===== src/rtl/lfsr_parity_pkg.sv =====
// Shared definitions for the 7-bit LFSR pattern generator and its receive-side checker.
package lfsr_parity_pkg;

   localparam int               LFSR_W = 7;
   localparam logic [LFSR_W-1:0] SEED  = 7'h01;

   typedef enum logic {
      HUNT   = 1'b0,
      LOCKED = 1'b1
   } chk_state_e;

   function automatic logic [LFSR_W-1:0] lfsr_next(input logic [LFSR_W-1:0] s);
      return {s[5:0], s[6] ^ s[5]};
   endfunction

   // Word bit 7 is set when the state holds an even number of ones.
   function automatic logic parity_bit(input logic [LFSR_W-1:0] s);
      return ~^s;
   endfunction

endpackage


===== src/rtl/lfsr_parity_checker_predictor.sv =====
// Holds the expected LFSR state: re-seeded from a received word or free-running (flywheel).
import lfsr_parity_pkg::*;

module lfsr_predictor (
   input  logic              clk,
   input  logic              rst_n,
   input  logic              load,
   input  logic              advance,
   input  logic [LFSR_W-1:0] seed,
   output logic [LFSR_W-1:0] expected
);

   logic [LFSR_W-1:0] expected_q;
   logic [LFSR_W-1:0] expected_d;

   always_comb begin
      expected_d = expected_q;
      if (load) begin
         expected_d = lfsr_next(seed);
      end else if (advance) begin
         expected_d = lfsr_next(expected_q);
      end
   end

   always_ff @(posedge clk or negedge rst_n) begin
      if (!rst_n) begin
         expected_q <= '0;
      end else begin
         expected_q <= expected_d;
      end
   end

   assign expected = expected_q;

endmodule


===== config.mk =====
export PLATFORM = sky130hd
export DESIGN_NAME = lfsr_predictor
export DESIGN_NICKNAME = d
export VERILOG_FILES = /design/src/rtl/lfsr_parity_pkg.sv /design/src/rtl/lfsr_parity_checker_predictor.sv
export SDC_FILE = /design/constraint.sdc
export NUM_CORES = 1
export LEC_CHECK = 0
export ABC_AREA = 1
export CAP_MARGIN = 5
export CORE_AREA = 2 2 39 41
export DETAILED_ROUTE_END_ITERATION = 8
export DIE_AREA = 0 0 41 43
export GPL_ROUTABILITY_DRIVEN = 0
export GPL_TIMING_DRIVEN = 0
export PLACE_DENSITY_LB_ADDON = 0.08
export RECOVER_POWER = 50
export REMOVE_ABC_BUFFERS = 1
export SLEW_MARGIN = 20
export SYNTH_ARGS = -nofsm -noshare
export SYNTH_HDL_FRONTEND = slang
export SYNTH_SLANG_ARGS = --single-unit

===== constraint.sdc =====
create_clock -name clk -period 1.6 [get_ports clk]
set_input_delay 0.32 -clock clk [delete_from_list [all_inputs] [get_ports clk]]
set_output_delay 0.32 -clock clk [all_outputs]
set_load 0.02 [all_outputs]

# ---- Word-level counts from Yosys, hierarchy flattened
# Index checks and enable logic that the tools add are counted.
dict set report classes {
  mux 2
  bitwise 2
  reduce_logical 1
}
# op n
set ops {}
lappend ops {{$mux 7} 2}
lappend ops {{$reduce_bool 2->1} 1}
lappend ops {{$xor 1x1->1} 2}
dict set report word_totals {
  reg_bits 7
  in_bits 11
  word_cells 6
}

# ---- Longest topological paths before layout
dict set report depth {
  word_depth 3
  mapped_depth 4
  mapped_depth_nobuf 4
}

# ---- Worst setup path before layout
# Ideal clock, no wire load.
dict set report synth_path {
  kind {input port to flip-flop}
  from {input port load}
  to {register expected_q[0], in the netlist expected[0]}
  t_arrival_ns 0.779
  path_slack_ns 0.753
  stages 4
  cell_sequence {buf_6 -> nor2_2 -> nand3_2 -> nand3_1}
}
dict set report synth_between {
  elab_chain_len 1
  word_cells_on_any_way 2
  classes_between {mux: 1; reduce/logical: 1}
}
# item line_no
set synth_lines {}
lappend synth_lines {{start, declared} lfsr_parity_checker_predictor.sv:7} ;# input logic load,
lappend synth_lines {{$mux 7 / $reduce_bool 2->1 (equally long branches)} --}
lappend synth_lines {{end signal, assigned} lfsr_parity_checker_predictor.sv:29} ;# expected_q <= expected_d;
lappend synth_lines {{end, declared} lfsr_parity_checker_predictor.sv:13} ;# logic [LFSR_W-1:0] expected_q;
# Parallel ways exist; a longest one is shown, timed or not.
# A chain may end at the register's enable or synchronous reset.

# ---- Worst setup path after layout
dict set report layout_path {
  from {register expected_q[1], in the netlist expected[1]}
  to {output port expected[1]}
}
# item line_no
set layout_rtl {}
lappend layout_rtl {{end, declared} lfsr_parity_checker_predictor.sv:10} ;# output logic [LFSR_W-1:0] expected
# No word-level cell between the ends.

==> impl_metrics.json <==
{
  "status": "finished clean",
  "maxCapViolCount": 0,
  "synth_edf_count": 0,
  "slew_violations": 0,
  "synth-seq-cells": 7,
  "fin_skew_ns": 0.007713,
  "coreArea_mm2": 0.001384,
  "clock-root-buffer": "clkbuf_4",
  "post-route-drc-count": 0,
  "dpl.hpwl_um": 601.5,
  "tightest_slew_ns": 0.4415,
  "synth_top_cells_by_area": "dfrtp_1 49%, nand2_1 24%, nand3_1 11%",
  "critical_path_class": "register to output port",
  "cp_num_buf_inv": 1,
  "total_power_mw": 0.4921,
  "place_inst": 79,
  "ys_warn_count": 0,
  "die_area_mm2": 0.001763,
  "fin_setup_tns_ns": 0,
  "synth_area_um2": 354.1,
  "hold_class": "input port to async pin",
  "stdcell_count": 83,
  "track_usage_pct": 12.11,
  "peakVddDrop_uv": 543.1,
  "yosysTopAreaCell": "dfrtp_1",
  "fmax_mhz": 650.2,
  "n_antenna_cell": 0,
  "routed_wl_um": 800,
  "num_vias": 339,
  "fp.dieW_um": 41,
  "drtIter0Drc": 3,
  "multi_input_area_um2": 146.4,
  "rsz0062_at_grt": "no",
  "area_delta_synth_final_pct": 53.36,
  "synth_area_per_cell_um2": 7.534,
  "crit_fanout": 3,
  "leakage_nw": 0.2602,
  "clk_pin_slew_ns": 0.06,
  "ios": 18,
  "synth.most_common_cell": "nand2_1",
  "critPathRequiredTime_ns": 1.28,
  "syn_inst": 47,
  "cts_made_buffers": 3,
  "async_reset_ff_share_pct": 100.0,
  "grt_max_degree": 10,
  "arrival_ns": 1.22,
  "first_pass_iters": 4,
  "post-route-period-util_pct": 96.13,
  "grt_pass1_vias": 348,
  "hold_viol": 0,
  "ys_seq_area_share_pct": 49.47,
  "antenna_found_initial": 0,
  "cts_tree": "built",
  "h-tree-depth": 1,
  "relSlewSlack_pct": 70.46,
  "fill_cells": 161,
  "setup_viol": 0,
  "initial_core_util_pct": 25.59,
  "rows": 14,
  "yosysUniqueCellTypes": 7,
  "port_buffers": 17,
  "largest_reg_flops": 7,
  "synth_top_cell_area_share_pct": 49.47,
  "post_cts_buffers": 0,
  "routed_via_density": 4.084,
  "pwr_density_cell_mw_per_mm2": 906.2,
  "min_period_ns": 1.538,
  "path_delay_family": "buffers and inverters",
  "ys.flop_type": "dfrtp_1",
  "cp_slowest_cell": "clkdlybuf4s50_1",
  "clock_latency_ns": 0.25,
  "register_area_um2": 175.2,
  "die_h_um": 43,
  "slowest_delay_ns": 0.62,
  "cts.sinks": 7,
  "drive_above_1_share_pct": 7.463,
  "cts_buffer_depth": 2,
  "path_cells": "clkdlybuf4s50_1",
  "synth_common_cells": "23 x nand2_1, 8 x nand3_1, 7 x dfrtp_1",
  "post_drt_wl_per_cell_um": 9.639,
  "layout.nets": 79,
  "grt-ovfl-total": 0,
  "endpoint_kind": "output port",
  "grt_first_pass_wirelength_um": 1380,
  "ant_nets": 0,
  "worst_setup_path_start_kind": "register"
}
area by class of cell:
type	instances	share of cell area (%)
multi-input combinational	34	26.96
clock buffer	4	4.839
timing repair buffer	17	28.80
tap	16	3.687
sequential	7	32.26
inverter	5	3.456
repair_timing:
item / CTS / global route
hold buffers: 0 / 0
endpoints found under the setup margin: 1 / 2
gates resized for setup: 1 / 2
cell families (layout without fill, tap and decap cells):
family | count (synthesis) | in the layout | share of synthesized area (%)
buf+inv | 6 | 26 | 8.481
simple gates | 34 | 34 | 42.05
flops | 7 | 7 | 49.47
cell usage in the layout (no fill, tap or decap):
cell,netlist,routed
nand2_1,23,23
nand3_1,8,8
dlygate4sd2_1,0,1
clkdlybuf4s50_1,0,13
dlygate4sd3_1,0,1
dfrtp_1,7,7
nor2_2,2,1
clkbuf_1,0,3
clkbuf_4,0,3
nor2_1,0,1
nand3_2,1,1
inv_1,5,5
report_power, final:
part	internal [mW]	switching [mW]	total [mW]
Clock	0.0951	0.0643	0.159
Sequential	0.196	0.0154	0.212
Combinational	0.0588	0.0622	0.121
Total	0.350	0.142	0.492
metrics by stage:
step           setup WS [ns]  hold slack (ns)  area (um^2)  util, %
3_5_place_dp         0.04353           0.4906        533.0    38.52
4_1_cts              0.02126           0.3428        558.0    40.33
5_1_grt              0.01021           0.4239        543.0    39.24
2_1_floorplan         0.7791          0.02441        342.8        -
6_report             0.06193           0.4069        543.0    39.24
3_3_place_gp         0.03481           0.4945        533.0    38.52
path summary, 6_finish.rpt:
kind                               end  slack (ns)         from  cells after the start
setup / recovery           expected[1]        0.06  expected[1]                      1
hold / removal             expected[5]        0.41        rst_n                      1
setup reg to reg           expected[0]        0.81  expected[5]                      4
hold reg to reg            expected[3]        0.49  expected[2]                      2
max in group asynchronous  expected[0]        0.93        rst_n                      1
min in group clk           expected[3]        0.49  expected[2]                      2
per-layer routing:
metal	vias to the layer above	global-route usage [%]	share of wire [%]
met3	0	9.424	8.0
met1	145	15.36	47
li1	184	-	-
met5	-	0	0
met4	0	2.000	0
met2	10	16.25	45
No activity file was read; power rests on OpenSTA's default activity.
